`config.mk`:
```
export PLATFORM = sky130hd
export DESIGN_NAME = memory_access_stage_flat
export DESIGN_NICKNAME = d
export VERILOG_FILES = /design/src/rtl/mem_pkg.sv /design/src/rtl/memory_access_stage_if.sv /design/src/rtl/memory_access_stage_load_store_align.sv /design/src/rtl/memory_access_stage.sv /design/src/flat_wrapper.sv
export SDC_FILE = /design/constraint.sdc
export NUM_CORES = 1
export LEC_CHECK = 0
export CORE_AREA = 2 2 174 176
export CTS_CLUSTER_DIAMETER = 50
export CTS_CLUSTER_SIZE = 28
export DETAILED_ROUTE_END_ITERATION = 10
export DIE_AREA = 0 0 176 178
export PLACE_DENSITY = 0.64
export SLEW_MARGIN = 25
export SYNTH_ARGS = -nofsm -noshare
export SYNTH_HDL_FRONTEND = slang
export SYNTH_SLANG_ARGS = --single-unit
export TNS_END_PERCENT = 10
```
`constraint.sdc`:
```
create_clock -name CLK -period 2.3 [get_ports CLK]
set_input_delay 0.46 -clock CLK [delete_from_list [all_inputs] [get_ports CLK]]
set_output_delay 0.46 -clock CLK [all_outputs]
set_load 0.03 [all_outputs]
```
`src/rtl/mem_pkg.sv`:
```
// Shared definitions for the M (memory access) stage of the RV32I pipeline.
// Contents: datapath width, the result_src encoding that marks a load,
// funct3 width/sign encodings, the access-FSM state type, and a helper
// that flags misaligned or illegal-width memory accesses.
package mem_pkg;

    localparam int XLEN = 32;

    localparam logic [2:0] RS_MEM = 3'b001;

    localparam logic [2:0] F3_B  = 3'b000;
    localparam logic [2:0] F3_H  = 3'b001;
    localparam logic [2:0] F3_W  = 3'b010;
    localparam logic [2:0] F3_BU = 3'b100;
    localparam logic [2:0] F3_HU = 3'b101;

    typedef enum logic [1:0] {
        ST_IDLE = 2'd0,
        ST_REQ  = 2'd1,
        ST_WAIT = 2'd2
    } state_t;

    // True when funct3 is not a legal memory width, or when the byte
    // offset breaks the natural alignment of the access width.
    function automatic logic access_fault(input logic [2:0] funct3, input logic [1:0] off);
        logic bad;
        case (funct3)
            F3_B, F3_BU: bad = 1'b0;
            F3_H, F3_HU: bad = off[0];
            F3_W:        bad = (off != 2'b00);
            default:     bad = 1'b1;
        endcase
        return bad;
    endfunction

endpackage

```
`src/rtl/memory_access_stage_if.sv`:
```
// Data-memory valid/ready port.
//   req, we, addr, be, wdata : request side, driven by the stage (master)
//   ready                    : request accepted when req && ready
//   rvalid, rdata            : load response, at least one cycle after acceptance
interface memory_access_stage_if;
    import mem_pkg::*;

    logic            req;
    logic            we;
    logic [XLEN-1:0] addr;
    logic [3:0]      be;
    logic [XLEN-1:0] wdata;
    logic            ready;
    logic            rvalid;
    logic [XLEN-1:0] rdata;

    modport master (
        output req, we, addr, be, wdata,
        input  ready, rvalid, rdata
    );

    modport slave (
        input  req, we, addr, be, wdata,
        output ready, rvalid, rdata
    );

endinterface

```
`src/rtl/memory_access_stage_load_store_align.sv`:
```
// Byte-lane alignment for the data-memory port (purely combinational).
//   is_store, st_funct3, st_off, st_data -> be, wdata (store lanes, replicated data)
//   ld_funct3, ld_off, rdata             -> ld_data (extracted, sign/zero-extended)
// Loads drive all four byte enables.
module load_store_align
    import mem_pkg::*;
(
    input  logic            is_store,
    input  logic [2:0]      st_funct3,
    input  logic [1:0]      st_off,
    input  logic [XLEN-1:0] st_data,
    output logic [3:0]      be,
    output logic [XLEN-1:0] wdata,
    input  logic [2:0]      ld_funct3,
    input  logic [1:0]      ld_off,
    input  logic [XLEN-1:0] rdata,
    output logic [XLEN-1:0] ld_data
);

    logic [7:0]  lane_b;
    logic [15:0] lane_h;

    always_comb begin
        be    = 4'b1111;
        wdata = st_data;
        if (is_store) begin
            case (st_funct3[1:0])
                2'b00: begin
                    be    = 4'b0001 << st_off;
                    wdata = {4{st_data[7:0]}};
                end
                2'b01: begin
                    be    = 4'b0011 << st_off;
                    wdata = {2{st_data[15:0]}};
                end
                default: begin
                    be    = 4'b1111;
                    wdata = st_data;
                end
            endcase
        end
    end

    assign lane_b = 8'(rdata >> {ld_off, 3'b000});
    assign lane_h = 16'(rdata >> {ld_off[1], 4'b0000});

    always_comb begin
        case (ld_funct3)
            F3_B:    ld_data = {{24{lane_b[7]}}, lane_b};
            F3_BU:   ld_data = {24'h0, lane_b};
            F3_H:    ld_data = {{16{lane_h[15]}}, lane_h};
            F3_HU:   ld_data = {16'h0, lane_h};
            F3_W:    ld_data = rdata;
            default: ld_data = '0;
        endcase
    end

endmodule

```
`src/rtl/memory_access_stage.sv`:
```
// M stage of the 5-stage RV32I pipeline.
// Issues loads/stores on a valid/ready data-memory port, stalls the
// upstream stages while an access is outstanding, and registers MEM/WB.
//   CLK, RST_N             : clock, async active-low reset
//   *_M inputs             : EX/MEM register outputs
//   dmem                   : data-memory master port
//   stall_M                : freeze IF..M this cycle
//   mem_fault_M            : misaligned access or illegal funct3 (combinational)
//   *_W outputs            : MEM/WB registers, read_data_W already extended
//
// state | meaning
// IDLE  | no access outstanding; a valid memory op requests combinationally
// REQ   | request presented but not yet accepted; request fields held
// WAIT  | load accepted, waiting for rvalid
module memory_access_stage
    import mem_pkg::*;
(
    input  logic            CLK,
    input  logic            RST_N,
    input  logic [2:0]      result_src_M,
    input  logic [2:0]      funct3_M,
    input  logic            reg_write_M,
    input  logic            mem_write_M,
    input  logic [XLEN-1:0] alu_result_M,
    input  logic [XLEN-1:0] alu2_mux_result_M,
    input  logic [XLEN-1:0] pc_plus4_M,
    input  logic [XLEN-1:0] ext_imm_M,
    input  logic [XLEN-1:0] pc_plus_ext_imm_M,
    input  logic [4:0]      rd_M,
    memory_access_stage_if.master dmem,
    output logic            stall_M,
    output logic            mem_fault_M,
    output logic [2:0]      result_src_W,
    output logic            reg_write_W,
    output logic [XLEN-1:0] alu_result_W,
    output logic [XLEN-1:0] read_data_W,
    output logic [XLEN-1:0] pc_plus4_W,
    output logic [XLEN-1:0] ext_imm_W,
    output logic [XLEN-1:0] pc_plus_ext_imm_W,
    output logic [4:0]      rd_W
);

    state_t          state, state_nxt;
    logic            is_store, is_load, mem_op, valid_op;
    logic            req, accept, stall, ld_done;
    logic [1:0]      off_q;
    logic [2:0]      funct3_q;
    logic [XLEN-1:0] ld_data;

    // A store with result_src == RS_MEM is still a store.
    assign is_store    = mem_write_M;
    assign is_load     = (result_src_M == RS_MEM) && !mem_write_M;
    assign mem_op      = is_store || is_load;
    assign mem_fault_M = mem_op && access_fault(funct3_M, alu_result_M[1:0]);
    assign valid_op    = mem_op && !mem_fault_M;

    always_ff @(posedge CLK or negedge RST_N) begin
        if (!RST_N) state <= ST_IDLE;
        else        state <= state_nxt;
    end

    always_comb begin
        state_nxt = state;
        case (state)
            ST_IDLE: if (valid_op) begin
                if (!dmem.ready)  state_nxt = ST_REQ;
                else if (is_load) state_nxt = ST_WAIT;
            end
            ST_REQ:  if (dmem.ready) state_nxt = is_load ? ST_WAIT : ST_IDLE;
            ST_WAIT: if (dmem.rvalid) state_nxt = ST_IDLE;
            default: state_nxt = ST_IDLE;
        endcase
    end

    // rvalid is only honoured in WAIT, so a response on the acceptance
    // cycle or while idle has no effect.
    always_comb begin
        req     = 1'b0;
        accept  = 1'b0;
        stall   = 1'b0;
        ld_done = 1'b0;
        case (state)
            ST_IDLE: begin
                req    = valid_op;
                accept = valid_op && dmem.ready;
                stall  = valid_op && !(is_store && dmem.ready);
            end
            ST_REQ: begin
                req    = 1'b1;
                accept = dmem.ready;
                stall  = !(is_store && dmem.ready);
            end
            ST_WAIT: begin
                stall   = !dmem.rvalid;
                ld_done = dmem.rvalid;
            end
            default: ;
        endcase
    end

    // Request fields come straight from the M inputs; the stall keeps
    // those inputs frozen, which holds the request stable in REQ.
    assign dmem.req  = req;
    assign dmem.we   = is_store;
    assign dmem.addr = {alu_result_M[XLEN-1:2], 2'b00};
    assign stall_M   = stall;

    always_ff @(posedge CLK or negedge RST_N) begin
        if (!RST_N) begin
            off_q    <= 2'b00;
            funct3_q <= 3'b000;
        end else if (accept && is_load) begin
            off_q    <= alu_result_M[1:0];
            funct3_q <= funct3_M;
        end
    end

    load_store_align u_align (
        .is_store  (is_store),
        .st_funct3 (funct3_M),
        .st_off    (alu_result_M[1:0]),
        .st_data   (alu2_mux_result_M),
        .be        (dmem.be),
        .wdata     (dmem.wdata),
        .ld_funct3 (funct3_q),
        .ld_off    (off_q),
        .rdata     (dmem.rdata),
        .ld_data   (ld_data)
    );

    always_ff @(posedge CLK or negedge RST_N) begin
        if (!RST_N) begin
            result_src_W      <= '0;
            reg_write_W       <= 1'b0;
            alu_result_W      <= '0;
            read_data_W       <= '0;
            pc_plus4_W        <= '0;
            ext_imm_W         <= '0;
            pc_plus_ext_imm_W <= '0;
            rd_W              <= '0;
        end else if (stall) begin
            reg_write_W <= 1'b0;
        end else begin
            result_src_W      <= result_src_M;
            reg_write_W       <= reg_write_M && !mem_fault_M;
            alu_result_W      <= alu_result_M;
            read_data_W       <= ld_done ? ld_data : '0;
            pc_plus4_W        <= pc_plus4_M;
            ext_imm_W         <= ext_imm_M;
            pc_plus_ext_imm_W <= pc_plus_ext_imm_M;
            rd_W              <= rd_M;
        end
    end

endmodule

```
`src/flat_wrapper.sv`:
```
// flat-port wrapper written by rule: the top's interface ports become plain ports
module memory_access_stage_flat import mem_pkg::*;
  (CLK, RST_N, result_src_M, funct3_M, reg_write_M, mem_write_M, alu_result_M, alu2_mux_result_M, pc_plus4_M, ext_imm_M, pc_plus_ext_imm_M, rd_M, stall_M, mem_fault_M, result_src_W, reg_write_W, alu_result_W, read_data_W, pc_plus4_W, ext_imm_W, pc_plus_ext_imm_W, rd_W, dmem_req, dmem_we, dmem_addr, dmem_be, dmem_wdata, dmem_ready, dmem_rvalid, dmem_rdata);
  memory_access_stage_if dmem_i ();
  input  logic CLK;
  input  logic RST_N;
  input  logic [2:0] result_src_M;
  input  logic [2:0] funct3_M;
  input  logic reg_write_M;
  input  logic mem_write_M;
  input  logic [XLEN-1:0] alu_result_M;
  input  logic [XLEN-1:0] alu2_mux_result_M;
  input  logic [XLEN-1:0] pc_plus4_M;
  input  logic [XLEN-1:0] ext_imm_M;
  input  logic [XLEN-1:0] pc_plus_ext_imm_M;
  input  logic [4:0] rd_M;
  output logic stall_M;
  output logic mem_fault_M;
  output logic [2:0] result_src_W;
  output logic reg_write_W;
  output logic [XLEN-1:0] alu_result_W;
  output logic [XLEN-1:0] read_data_W;
  output logic [XLEN-1:0] pc_plus4_W;
  output logic [XLEN-1:0] ext_imm_W;
  output logic [XLEN-1:0] pc_plus_ext_imm_W;
  output logic [4:0] rd_W;
  output wire logic [$bits(dmem_i.req)-1:0] dmem_req;
  output wire logic [$bits(dmem_i.we)-1:0] dmem_we;
  output wire logic [$bits(dmem_i.addr)-1:0] dmem_addr;
  output wire logic [$bits(dmem_i.be)-1:0] dmem_be;
  output wire logic [$bits(dmem_i.wdata)-1:0] dmem_wdata;
  input wire logic [$bits(dmem_i.ready)-1:0] dmem_ready;
  input wire logic [$bits(dmem_i.rvalid)-1:0] dmem_rvalid;
  input wire logic [$bits(dmem_i.rdata)-1:0] dmem_rdata;
  assign dmem_req = dmem_i.req;
  assign dmem_we = dmem_i.we;
  assign dmem_addr = dmem_i.addr;
  assign dmem_be = dmem_i.be;
  assign dmem_wdata = dmem_i.wdata;
  assign dmem_i.ready = dmem_ready;
  assign dmem_i.rvalid = dmem_rvalid;
  assign dmem_i.rdata = dmem_rdata;
  memory_access_stage u_core (.CLK(CLK), .RST_N(RST_N), .result_src_M(result_src_M), .funct3_M(funct3_M), .reg_write_M(reg_write_M), .mem_write_M(mem_write_M), .alu_result_M(alu_result_M), .alu2_mux_result_M(alu2_mux_result_M), .pc_plus4_M(pc_plus4_M), .ext_imm_M(ext_imm_M), .pc_plus_ext_imm_M(pc_plus_ext_imm_M), .rd_M(rd_M), .dmem(dmem_i), .stall_M(stall_M), .mem_fault_M(mem_fault_M), .result_src_W(result_src_W), .reg_write_W(reg_write_W), .alu_result_W(alu_result_W), .read_data_W(read_data_W), .pc_plus4_W(pc_plus4_W), .ext_imm_W(ext_imm_W), .pc_plus_ext_imm_W(pc_plus_ext_imm_W), .rd_W(rd_W));
endmodule
```
# Yosys cells after proc, flatten, opt, wreduce, memory -nomap -nowiden
# Index checks and enable logic that the tools add are counted.
# op_classes
eq_ne	16
n_shift	4
muxes	19
n_reduce_logical	21
# op_table
operator	count
$pmux W32 S5	1
$mux W32	2
$pmux W32 S2	1
$shr A32 B5 Y16	1
$shr A32 B5 Y8	1
$eq A3 B3 Y1 const B	4
$mux W2	6
$eq A3 B1 Y1 const B	3
$logic_and A1 B1 Y1	8
$pmux W4 S2	1
$eq A3 B2 Y1 const B	2
$logic_not A3 Y1	2
$pmux W1 S3	2
$pmux W2 S3	1
$eq A2 B1 Y1 const B	2
$logic_not A1 Y1	4
$logic_not A2 Y1	2
$mux W4	1
$ne A2 B2 Y1 const B	2
$pmux W1 S2	2
$reduce_and A4 Y1	1
$reduce_or A2 Y1	2
$shl A1 B2 Y4 const A	1
$shl A2 B2 Y4 const A	1
6 further kinds	7
# word_totals
reg_bits	176
in_bits	209
out_inout_bits	241
elab_cells	71

# Logic depth before layout (Yosys ltp)
# depth
word_depth	9
mapped_depth	10
mapped_depth_nobuf	5

# Modules after synthesis
# A second synthesis with hierarchy kept.
# unflattened
hier_cells	614
hier_area_um2	8212.9
# by_module_without_submodules
module	n_inst	cells_each	area_per_inst_um2	seq_area_each_um2
memory_access_stage	1	427	6821.5	4404.2
load_store_align	1	187	1391.3	0.0

# Worst setup path before layout
# No wires, ideal clock.
# synth_path
path_kind	input port to output port
from	input port funct3_M[0]
to	output port stall_M
arrival_time_ns	2.095
required_time_ns	1.840
slack_ns	-0.255
cell_stages	9
path_buffers	5
cell_sequence	buf_6 nor4_4 o22ai_1 a21oi_2 a21o_1 buf_4 buf_6 buf_6 buf_8
# synth_between
elab_chain_len	8
word_cells_on_any_way	13
cone_classes	eq/ne (4); mux (2); reduce/logical (7)
# synth_rtl
item	line	rtl
from (decl)	flat_wrapper.sv:8	input logic [2:0] funct3_M;
$eq A3 B1 Y1 (tied with other cells)	mem_pkg.sv:27	case (funct3)
$reduce_or A2 Y1	mem_pkg.sv:27	
$pmux W1 S3 *	mem_pkg.sv:27	
$logic_and A1 B1 Y1 *	memory_access_stage.sv:54	assign mem_fault_M = mem_op && access_fault(funct3_M, alu_result_M[1:0]);
$logic_not A1 Y1 *	memory_access_stage.sv:55	assign valid_op = mem_op && !mem_fault_M;
$logic_and A1 B1 Y1 *	memory_access_stage.sv:55	
$logic_and A1 B1 Y1 *	memory_access_stage.sv:86	stall = valid_op && !(is_store && dmem.ready);
$pmux W1 S3 *	memory_access_stage.sv:82	case (state)
to (decl)	flat_wrapper.sv:17	output logic stall_M;
# Every way passes the cells marked *; elsewhere a longest branch is shown, timed or not.

# Worst setup path in the final report
# layout_path
from	input port result_src_M[0]
to	output port dmem_req
# layout_between
elab_chain_len	7
# layout_rtl
item	line	rtl
from (decl)	flat_wrapper.sv:7	input logic [2:0] result_src_M;
$eq A3 B1 Y1 *	memory_access_stage.sv:52	assign is_load = (result_src_M == RS_MEM) && !mem_write_M;
$logic_and A1 B1 Y1 *	memory_access_stage.sv:52	
$logic_or A1 B1 Y1 *	memory_access_stage.sv:53	assign mem_op = is_store || is_load;
$logic_and A1 B1 Y1	memory_access_stage.sv:54	
$logic_not A1 Y1	memory_access_stage.sv:55	
$logic_and A1 B1 Y1 *	memory_access_stage.sv:55	
$pmux W1 S2 *	memory_access_stage.sv:82	
to (decl)	flat_wrapper.sv:27	output wire logic [$bits(dmem_i.req)-1:0] dmem_req;
# Marked as above.

==> metrics.md <==
| Metric | Value |
|---|---|
| IO Port Bufs | 447 |
| CTS tree | yes |
| Synth Flop Type | dfrtp_1 |
| H-tree levels | 4 |
| Initial antenna violation count | 0 |
| Routed vias | 6318 |
| FF-to-FF Start | u_core.off_q[1] |
| Met1 Usage GRT | 20.2% |
| Yosys cell types | 36 |
| Avg WL per Cell | 18.3 microns |
| Cell area power density | 748 nW/um^2 |
| Grt ovf | 0 |
| Share of cells above drive strength 1 | 24.0% |
| Core area | 29400 sq um |
| Busiest grt layer | met2 |
| M3 GR Usage | 5.46% |
| Hold Violations, Final | 0 |
| Worst hold path class | in2async |
| Post-synth EDFFs | 0 |
| Synth Register Bits | 176 |
| Final HPWL DP | 20300 microns |
| Peak VDD IR | 0.000404 V |
| Worst hold slack | 405 ps |
| Clk root buf | clkbuf_16 |
| CP arrival | 1780 ps |
| Die area | 31300 sq um |
| Worst Path Required | 1840 ps |
| Worst-Margin Slew | 760 ps |
| Drt via density | 4.41 |
| Clk buf depth | 2 |
| Flop2flop setup slack | 410 ps |
| Fraction of registers with async set/reset | 100% |
| Fin crit period | 2240 ps |
| Die Ht | 178 microns |
| Gate Count Post-Synth | 587 |
| Dpl ws | -467 ps |
| Initial core utilization | 27.3% |
| Final number of setup-violating endpoints | 0 |
| Worst setup path class | in2out |
| Critical path endpoint category | primary output |
| Io pins | 450 |
| Post-synth top area cell | dfrtp_1 |
| TritonCTS buffer count | 17 |
| Seq. cell area | 4400 sq um |
| Top cells by area, synth | dfrtp_1 (55%), mux2_2 (12%), mux2_1 (8.8%) |
| F_max | 447 MHz |
| Status | complete, no violations |
| Gr usage total | 16.5% |
| Slew Viols, Final | 0 |
| Clk slew on worst S/H paths | 70 ps |
| Post-Syn Area | 8030 sq um |
| Seq/Total Area, Yosys | 54.8% |
| CTS Sinks | 176 |
| RSZ-0062 raised after global routing | yes |
| Multi-input gate area | 3120 sq um |
| Synth warn | 0 |
| Final period util | 97.2% |
| Post-synth top area share | 54.8% |
| Max-slew headroom | 49.3% |
| Worst setup SP type | primary input |
| Initial drt markers | 287 |
| Cell leakage power | 0.00568 uW |
| FF-to-FF path depth | 5 |
| Met2 Use GR | 27.5% |
| Max-Cap Viols | 0 |
| 1st-pass router iterations | 4 |
| Area grow syn2layout | 70.3% |
| Die Width | 176 microns |
| Worst R2R End | u_core.read_data_W[12] |
| CP Max Fanout | 2 |
| # DRC | 0 |
| Post-Syn Area per Cell | 13.7 sq um |
| Clk_skew | 13.3 ps |
| Filler instances | 2675 |
| Clock latency on the worst-skew pair | 430 ps |
| Row cnt | 63 |
| Routed wire length | 26200 microns |
| Final setup margin | 64.8 ps |
| Global-route wire length before repair | 39200 microns |
| Vias in the first global route | 6616 |
| Nets@finish | 1240 |
| Largest net degree at the start of global routing | 105 |
| Post-route ant nets | 0 |
| Final Wtd Congestion | 0.848 |
==> cell usage in the layout, fill, tap and decap left out, types with 3 or more instances in the layout <==
cell	count
clkdlybuf4s50_1	405
dfrtp_1	176
mux2_2	87
buf_4	65
mux2_1	63
nand2_1	35
o2bb2ai_2	29
a21oi_1	19
clkbuf_16	17
buf_12	17
mux2i_1	16
nor2_1	14
o21ai_0	11
a221oi_1	10
buf_6	6
a31oi_1	5
a2bb2oi_1	5
inv_6	5
dlygate4sd2_1	5
nand2b_1	3
o2bb2ai_1	3
bufinv_16	3
==> power breakdown <==
| group | switching (uW) | internal (uW) | total, uW | leakage [uW] |
|---|---|---|---|---|
| registers | 208 | 3440 | 3650 | 0.00214 |
| logic | 1860 | 1660 | 3520 | 0.00325 |
| clock network | 1320 | 1760 | 3070 | 0.000293 |
==> synth_stat cells, drive strengths merged, types with 2 or more instances <==
library cell  number
nand2             35
nor2b              3
a21oi             21
a31oi              5
nand2b             4
o21ai             13
mux2i             16
a221oi            10
nor3b              4
a2bb2oi            5
nor2              16
a21o               3
and2               2
mux2             150
or2                2
inv                2
dfrtp            176
clkbuf            15
o2bb2ai           32
buf               64
==> layer usage <==
metal,wire [microns],share of wire [%]
met2,13300,51
met5,0,0
met1,10500,40
met4,407,1.6
met3,1970,7.5
==> area by class of cell <==
cell class | instances | area share (%)
Inverter | 2 | 0.0549
Sequential cell | 176 | 32.2
Multi-Input combinational cell | 331 | 22.8
Timing Repair Buffer | 503 | 36.9
Clock buffer | 18 | 3.21
Tap cell | 390 | 3.57
Clock inverter | 12 | 1.27
Antenna cell | 1 | 0.0183
==> repair_timing <==
action | CTS | global route
endpoints found under the setup margin | 11 | 13
hold buffers | 1 | 0
pin swaps | 5 | 4
gates resized for setup | 56 | 15
hold endpoints to repair | 4 | 0
setup buffers | 2 | 0
==> stage by stage <==
step	utilization [%]	std cells	power, uW	cell area, sq um	TNS [ps]
after global placement	44.3	1400	7210	13000	-45050
after CTS	46.4	1432	10400	13700	-403
after global routing	46.5	1432	10700	13700	-8.73
final	46.5	1433	10200	13700	0
after floorplan	-	588	5580	8080	-53.7
after detailed placement	44.3	1400	7230	13000	-46020
==> sequential cells by signal (all words and copies together), names as in the netlist, 3 cells and up <==
signal                    count
u_core.funct3_q               3
u_core.pc_plus_ext_imm_W     32
u_core.ext_imm_W             32
u_core.rd_W                   5
u_core.result_src_W           3
u_core.pc_plus4_W            32
u_core.read_data_W           32
u_core.alu_result_W          32
==> critical path, cell delays in order <==
cell             delay [ps]
clkdlybuf4s50_1         480
nor3b_4                 230
o22ai_2                 110
a21oi_4                 150
buf_4                   130
buf_4                   100
buf_6                   120
==> cells by family after synthesis <==
family / count (synthesis) / synth area share [%]
and+or+nand+nor: 70 / 4.10
other: 1 / 0.0467
muxes: 166 / 23.0
DFF: 176 / 54.8
buffers and inverters: 81 / 7.17
AOI/OAI and AO/OA: 93 / 10.8
==> worst max-delay path by stage <==
stage               slack, ps  cells past startpoint             from             end
detailed placement       -470                      6      mem_write_M  dmem_wdata[12]
finish                     60                      7  result_src_M[0]        dmem_req
floorplan                 -50                      9      funct3_M[0]         stall_M
global route               -9                      7  result_src_M[0]        dmem_req
CTS                       -70                      6      funct3_M[1]  dmem_wdata[12]
global placement         -440                      6      funct3_M[1]   dmem_wdata[9]
Note: power is estimated with default switching activity, not from simulation.
